### config.mk
export PLATFORM = sky130hd
export DESIGN_NAME = pipe_stall_ctrl
export DESIGN_NICKNAME = d
export VERILOG_FILES = /design/src/rtl/pipe_stall_ctrl.sv
export SDC_FILE = /design/constraint.sdc
export NUM_CORES = 1
export LEC_CHECK = 0
export CELL_PAD_IN_SITES_DETAIL_PLACEMENT = 1
export CELL_PAD_IN_SITES_GLOBAL_PLACEMENT = 1
export CORE_ASPECT_RATIO = 2
export CORE_MARGIN = 10
export CORE_UTILIZATION = 40
export CTS_CLUSTER_SIZE = 10
export DETAILED_ROUTE_END_ITERATION = 8
export GPL_TIMING_DRIVEN = 1
export PLACE_DENSITY_LB_ADDON = 0.1
export SETUP_SLACK_MARGIN = 0.05
export SLEW_MARGIN = 5
export SYNTH_ARGS = -nofsm -noshare
export SYNTH_HDL_FRONTEND = slang
export SYNTH_SLANG_ARGS = --single-unit
### constraint.sdc
create_clock -name clk -period 2.38 [get_ports clk]
set_input_delay 0.476 -clock clk [delete_from_list [all_inputs] [get_ports clk]]
set_output_delay 0.476 -clock clk [all_outputs]
set_load 0.005 [all_outputs]
### src/rtl/pipe_stall_ctrl.sv
// Stall/flush sequencer for the five pipeline registers of the 5-stage pipeline.
// Handles boot hold-off, hazard priority, halt drain and saturating perf counters.
module pipe_stall_ctrl #(
    parameter int BOOT_CYCLES  = 2,
    parameter int DRAIN_CYCLES = 4,
    parameter int CNT_W        = 32
) (
    input  logic             clk,
    input  logic             rst_n,
    input  logic             icache_stall,
    input  logic             dcache_stall,
    input  logic             load_use,
    input  logic             branch_taken,
    input  logic             halt_req,
    output logic             pc_load,
    output logic             ifid_load,
    output logic             idex_load,
    output logic             exmem_load,
    output logic             memwb_load,
    output logic             ifid_flush,
    output logic             idex_flush,
    output logic             halted,
    output logic [CNT_W-1:0] stall_cnt,
    output logic [CNT_W-1:0] flush_cnt
);

    localparam int BOOT_W  = (BOOT_CYCLES > 1) ? $clog2(BOOT_CYCLES + 1) : 1;
    localparam int DRAIN_W = (DRAIN_CYCLES > 1) ? $clog2(DRAIN_CYCLES + 1) : 1;
    localparam logic [BOOT_W-1:0]  BOOT_LAST  = BOOT_W'(BOOT_CYCLES - 1);
    localparam logic [DRAIN_W-1:0] DRAIN_INIT = DRAIN_W'(DRAIN_CYCLES);

    typedef enum logic [1:0] {
        ST_BOOT,
        ST_RUN,
        ST_DRAIN,
        ST_HALTED
    } state_t;

    state_t             r_state;
    logic [BOOT_W-1:0]  r_boot_cnt;
    logic [DRAIN_W-1:0] r_drain_cnt;
    logic               r_halted;
    logic [CNT_W-1:0]   r_stall_cnt;
    logic [CNT_W-1:0]   r_flush_cnt;

    logic w_pc_load;
    logic w_ifid_load;
    logic w_idex_load;
    logic w_exmem_load;
    logic w_memwb_load;
    logic w_ifid_flush;
    logic w_idex_flush;
    logic w_stall_evt;
    logic w_flush_evt;

    always_comb begin
        // NOTE: every output gets a default first so no path through the case infers a latch.
        w_pc_load    = 1'b0;
        w_ifid_load  = 1'b0;
        w_idex_load  = 1'b0;
        w_exmem_load = 1'b0;
        w_memwb_load = 1'b0;
        w_ifid_flush = 1'b0;
        w_idex_flush = 1'b0;
        case (r_state)
            ST_RUN: begin
                if (dcache_stall) begin
                    // full freeze: defaults already hold every register
                end else if (icache_stall || load_use) begin
                    // front end holds, a bubble enters EX, back end keeps draining
                    w_idex_load  = 1'b1;
                    w_idex_flush = 1'b1;
                    w_exmem_load = 1'b1;
                    w_memwb_load = 1'b1;
                end else begin
                    w_pc_load    = 1'b1;
                    w_ifid_load  = 1'b1;
                    w_idex_load  = 1'b1;
                    w_exmem_load = 1'b1;
                    w_memwb_load = 1'b1;
                    w_ifid_flush = branch_taken;
                end
            end
            ST_DRAIN: begin
                if (!dcache_stall) begin
                    w_ifid_load  = 1'b1;
                    w_ifid_flush = 1'b1;
                    w_idex_load  = 1'b1;
                    w_exmem_load = 1'b1;
                    w_memwb_load = 1'b1;
                end
            end
            default: ;
        endcase
    end

    assign w_stall_evt = ((r_state == ST_RUN) || (r_state == ST_DRAIN)) && !w_pc_load;
    assign w_flush_evt = (w_ifid_load && w_ifid_flush) || (w_idex_load && w_idex_flush);

    always_ff @(posedge clk or negedge rst_n) begin
        if (!rst_n) begin
            r_state     <= ST_BOOT;
            r_boot_cnt  <= '0;
            r_drain_cnt <= DRAIN_INIT;
            r_halted    <= 1'b0;
            r_stall_cnt <= '0;
            r_flush_cnt <= '0;
        end else begin
            // NOTE: non-blocking assignments so every register samples pre-edge values.
            case (r_state)
                ST_BOOT: begin
                    if (r_boot_cnt == BOOT_LAST) begin
                        r_state <= ST_RUN;
                    end else begin
                        r_boot_cnt <= r_boot_cnt + BOOT_W'(1);
                    end
                end
                ST_RUN: begin
                    if (halt_req && !dcache_stall) begin
                        r_state <= ST_DRAIN;
                    end
                end
                ST_DRAIN: begin
                    if (!dcache_stall) begin
                        r_drain_cnt <= r_drain_cnt - DRAIN_W'(1);
                        if (r_drain_cnt == DRAIN_W'(1)) begin
                            r_state  <= ST_HALTED;
                            r_halted <= 1'b1;
                        end
                    end
                end
                ST_HALTED: ;
                default: r_state <= ST_BOOT;
            endcase

            if (w_stall_evt && (r_stall_cnt != '1)) begin
                r_stall_cnt <= r_stall_cnt + CNT_W'(1);
            end
            if (w_flush_evt && (r_flush_cnt != '1)) begin
                r_flush_cnt <= r_flush_cnt + CNT_W'(1);
            end
        end
    end

    assign pc_load    = w_pc_load;
    assign ifid_load  = w_ifid_load;
    assign idex_load  = w_idex_load;
    assign exmem_load = w_exmem_load;
    assign memwb_load = w_memwb_load;
    assign ifid_flush = w_ifid_flush;
    assign idex_flush = w_idex_flush;
    assign halted     = r_halted;
    assign stall_cnt  = r_stall_cnt;
    assign flush_cnt  = r_flush_cnt;

endmodule

; Yosys cells after proc, flatten, opt, wreduce, memory -nomap -nowiden
; Cells that the tools add are included.
[op_classes]
add_sub_neg = 4
mul = 0
n_div = 0
magnitude_cmp = 0
n_eq_ne = 10
n_shift = 0
mux = 17
n_bitwise = 2
reduce_logical = 18
[ops]
columns = op, n
row1 = $add 32x1->32 const B, 2
row2 = $ne 32x32->1 const B, 2
row3 = $mux 1, 10
row4 = $mux 2, 4
row5 = $logic_and 1x1->1, 6
row6 = $pmux 2 s3, 1
row7 = $reduce_and 5->1, 1
row8 = $eq 2x1->1 const B, 2
row9 = $ne 2x1->1 const B, 2
row10 = $ne 2x2->1 const B, 2
row11 = $pmux 1 s2, 2
row12 = $reduce_and 2->1, 2
row13 = $eq 3x1->1 const B, 1
row14 = $logic_or 1x1->1, 3
row15 = $reduce_and 3->1, 1
row16 = $reduce_bool 3->1, 1
row17 = $sub 3x1->3 const B, 1
row18 = $add 2x1->2 const B, 1
row19 = $eq 2x2->1 const B, 1
row20 = $logic_not 1->1, 2
row21 = $logic_not 2->1, 1
row22 = $not 1->1, 2
row23 = $reduce_or 2->1, 1
[totals]
ff_bits = 72
latchBits = 0
ramBits = 0
mem_bits_ro = 0
input_bits = 7
output_inout_bits = 72
word_cells = 57
memories = 0

; Logic depth before layout (Yosys ltp)
[logic_depth]
depth_word = 7
mapped_depth = 8
depth_no_buf = 7

; Worst setup path before layout
; No wires, ideal clock.
[synth_path]
path_type = flip-flop to flip-flop
startpoint = reg r_state[0]
endpoint = reg r_flush_cnt[7], in the netlist flush_cnt[7]
setup_ns = 0.126
t_arrival_ns = 1.864
required_time_ns = 2.254
setup_slack_ns = 0.390
path_stages_with_launch = 8
n_path_buf = 1
synth_period_minus_slack_ns = 1.990
cell_sequence = dfrtp_1 > inv_1 > ha_1 > nand2b_1 > nor3_1 > clkbuf_1 > a31oi_1 > a311o_1
[synth_between]
elab_chain_cells = 6
word_cells_on_any_way = 11
classes_between = eq/ne (2) / mux (4) / reduce/logical (5)
[synth_rtl]
columns = item, line
row1 = "start, declared", 39  ; state_t r_state;
row2 = "start signal, assigned", 102  ; r_state <= ST_BOOT;
row3 = "start signal, assigned", 113  ; r_state <= ST_RUN;
row4 = "start signal, assigned", 120  ; r_state <= ST_DRAIN;
row5 = $eq 2x1->1 / $eq 2x2->1 (equally long branches), 65  ; case (r_state)
row6 = $reduce_or 2->1 (no source line), --
row7 = $mux 1, --
row8 = $logic_and 1x1->1, 98  ; assign w_flush_evt = (w_ifid_load && w_ifid_flush) || (w_idex_load && w_idex_flush);
row9 = $logic_or 1x1->1 (*), 98
row10 = $logic_and 1x1->1 (*), 139  ; if (w_flush_evt && (r_flush_cnt != '1)) begin
row11 = "end signal, assigned", 140  ; r_flush_cnt <= r_flush_cnt + CNT_W'(1);
row12 = "end, declared", 44  ; logic [CNT_W-1:0] r_flush_cnt;
; Mark *: on every way between the ends. The rest lies on a longest branch, timed or not.
; A chain may end at the register's enable or synchronous reset.

; Worst setup path after layout
[layout_path]
startpoint = reg r_state[1]
endpoint = out ifid_load
[layout_between]
elab_chain_cells = 2
word_cells_on_any_way = 3
classes_between = eq/ne (2) / mux (1)
[layout_rtl]
columns = item, line
row1 = $eq 2x2->1 / $eq 2x1->1 (equally long branches), 65
row2 = $pmux 1 s2 (*), 65
row3 = "end, declared", 16  ; output logic ifid_load,
; Marks and branches as above.

==> run summary <==
number of enable flip-flop cells after synthesis - 0
initial core utilization - 40.66%
GR Util met3 - 3.757%
clock buffer depth - 2
clock network fraction of design power - 29.1%
Die Y - 157.7 um
Worst setup SP type - flop
post-DR vias/cell - 5.646
fill cell count - 1050
fraction of registers with async set/reset - 100.0%
largest net degree at the start of global routing - 73
TritonRoute pass-1 iters - 6
most common cell after layout, fill and taps aside - dfrtp_1
Synth Flop Type - dfrtp_1
Mapped Nets - 387
Final GP Congestion - 0.8434
switching power - 1394 uW
Top Ports - 79
status - completed
initial DRC count - 119
core area - 9321 sq um
Internal Power - 2902 uW
Synth area leader - dfrtp_1
CP endpoint kind - output pin
power share of the combinational group - 33.2%
setup ws final - 0.1134 ns
die width - 88.83 um
Max Slew Vio Count - 0
Synth Warn # - 0
post-synthesis cell area - 3790 sq um
Post-Syn Instances - 370
Tcrit/Tclk final - 95.24%
Max-cap violations - 0
slew margin rel. - 64.81%
clock skew - 0.007262 ns
first-pass GRT wire length - 19610 um
Sw Ratio - 32.46%
GR peak layer - met2
sequential share of power - 37.7%
Area Overhead vs Synth - 39.42%
WS Path Type - reg2out
CP Max Fanout - 4
clk sink count - 72
final hold violations - 0
R2R Path Start - r_state[0]
layout cells sized above 1 - 17.71%
deepest level of the CTS H-tree - 3
Max Clk Rate - 0.4412 GHz
# nets final - 509
Num CTS Buffers - 9
synthesized flop and latch total - 72
Crit path arrival time - 1.79 ns
number of I/O port buffers - 78
CP startpoint - r_state[1]
Lkg Pwr - 0.002345 uW
Max VDD drop - 420.7 uV
# rows - 50
Synth area leaders - dfrtp_1, xnor2_1, xor2_1
Fin Setup TNS - 0 ns
CTS tree - done
CTS root buf - clkbuf_16
CP required - 1.90 ns
GRT Resource Usage Total - 17.97%
vias - 3393
RSZ-0062 raised after global routing - yes
worst skew pair latency - 0.33 ns
post-DP HPWL - 9010 um
# DRC - 0
number of global-route vias before repair - 3878
HP Class - in2async
Antenna Violating Nets Remaining - 0
register area share after synthesis - 47.57%
WHS - 0.1559 ns
Final min period - 2.267 ns
WL final - 12040 um
Die ar. - 14000 sq um
met2 usage - 34.55%
met1 Use GR - 16.91%
drt wl/cell - 20.02 um
Mean Syn Cell Area - 10.24 sq um
post-synth top area share - 46.88%
final setup fails - 0
diodes inserted - 0
Pwr Density - 813.0 nW/um^2
Slew @ Worst Pin - 0.5238 ns
GR Overflow Total - 0
antenna violations before repair - 0
Clock transition at path regs - 0.06 ns
Yosys cell types - 52
pre-CTS WS - -0.2044 ns
commonest cells after routing, fill and taps aside - dfrtp_1, clkdlybuf4s50_1, buf_4, nand4_1, nand2_1
[Yosys cell counts, types with 2 or more instances]
cell,number
nor3b_1,2
nand2_1,27
nor3_2,7
nand4_1,30
a21oi_1,2
nand2b_1,2
and4_1,5
dfrtp_1,71
nor2_1,23
o31ai_1,2
and2_1,2
inv_1,16
nor4_1,6
nor3_1,11
or4_1,3
and3_1,9
xor2_1,25
buf_2,2
nand4b_1,3
a311o_1,2
a31oi_1,3
nor4_2,3
o21a_1,3
or2_2,2
xnor2_1,26
nand3_1,24
or3_1,5
a21o_1,2
o21ai_0,7
buf_4,2
ha_1,10
o211ai_1,5
clkbuf_1,6
nor4b_1,4
[critical path, stage by stage (launching register included)]
cell and delay (ns):
dfrtp_1 0.39, buf_4 0.15, buf_4 0.13, ha_4 0.17
nor2b_2 0.16, o21a_1 0.19, dlygate4sd2_1 0.26
[state kept, by name, summed over array words and instances, names as in the netlist]
signal       cells
r_boot_cnt       2
r_drain_cnt      3
flush_cnt       32
stall_cnt       32
halted           1
r_state          2
[power by group through the flow]
stage	Combinational [uW]	Clock, uW	Sequential (uW)
2_1_floorplan	671	0	1600
3_3_place_gp	1300	0	1630
3_5_place_dp	1350	0	1640
4_1_cts	1440	1270	1620
5_1_grt	1580	1330	1650
6_report	1430	1250	1620
[per-layer routing]
metal | vias to the layer above | part of all wire, %
met4 | 0 | 2.8
li1 | 1573 | -
met2 | 78 | 58
met3 | 25 | 4.2
met1 | 1717 | 35
met5 | - | 0
[through the flow]
stage | instance area, sq um | total power [uW] | util, % | cells
final | 5284 | 4296 | 56.68 | 601
after global routing | 5284 | 4566 | 56.68 | 601
after CTS | 5276 | 4338 | 56.60 | 601
after detailed placement | 4942 | 2997 | 53.02 | 580
after global placement | 4942 | 2931 | 53.02 | 580
after floorplan | 3790 | 2273 | - | 370
[worst paths after layout]
kind	slack (ns)	end	cells past startpoint
min in group clk	0.47	halted	1
worst max register to register	0.15	stall_cnt[21]	9
worst min-delay path	0.16	flush_cnt[17]	2
worst max-delay path	0.11	ifid_load	6
worst min register to register	0.47	halted	1
max in group asynchronous	1.84	r_drain_cnt[2]	2
[logic make-up after synthesis]
family	count (synthesis)	synth area share (%)
AO/OA/AOI/OAI	31	5.745
XOR/XNOR	51	11.79
adder cells (fa/ha/maj)	10	3.301
buffers and inverters	28	3.235
flip-flops	72	47.57
multiplexers	4	1.254
AND/OR/NAND/NOR	174	27.10
[cell type report]
| type | count | area, sq um | area share, % |
|---|---|---|---|
| well taps | 104 | 130.1 | 2.463 |
| multi-input cells | 270 | 1916 | 36.25 |
| repair buffers | 122 | 1104 | 20.89 |
| clock inverters | 3 | 17.52 | 0.3315 |
| inverters | 17 | 63.81 | 1.208 |
| flip-flops and latches | 72 | 1803 | 34.12 |
| clock buffers | 13 | 250.2 | 4.736 |
[repair_timing]
action | in CTS | in global routing
buffers inserted | 5 | 0
pin swaps | 1 | 0
setup endpoints to repair | 7 | 6
hold buffers | 0 | 0
resized for setup | 18 | 3
Note: power is estimated with default switching activity, not from simulation.
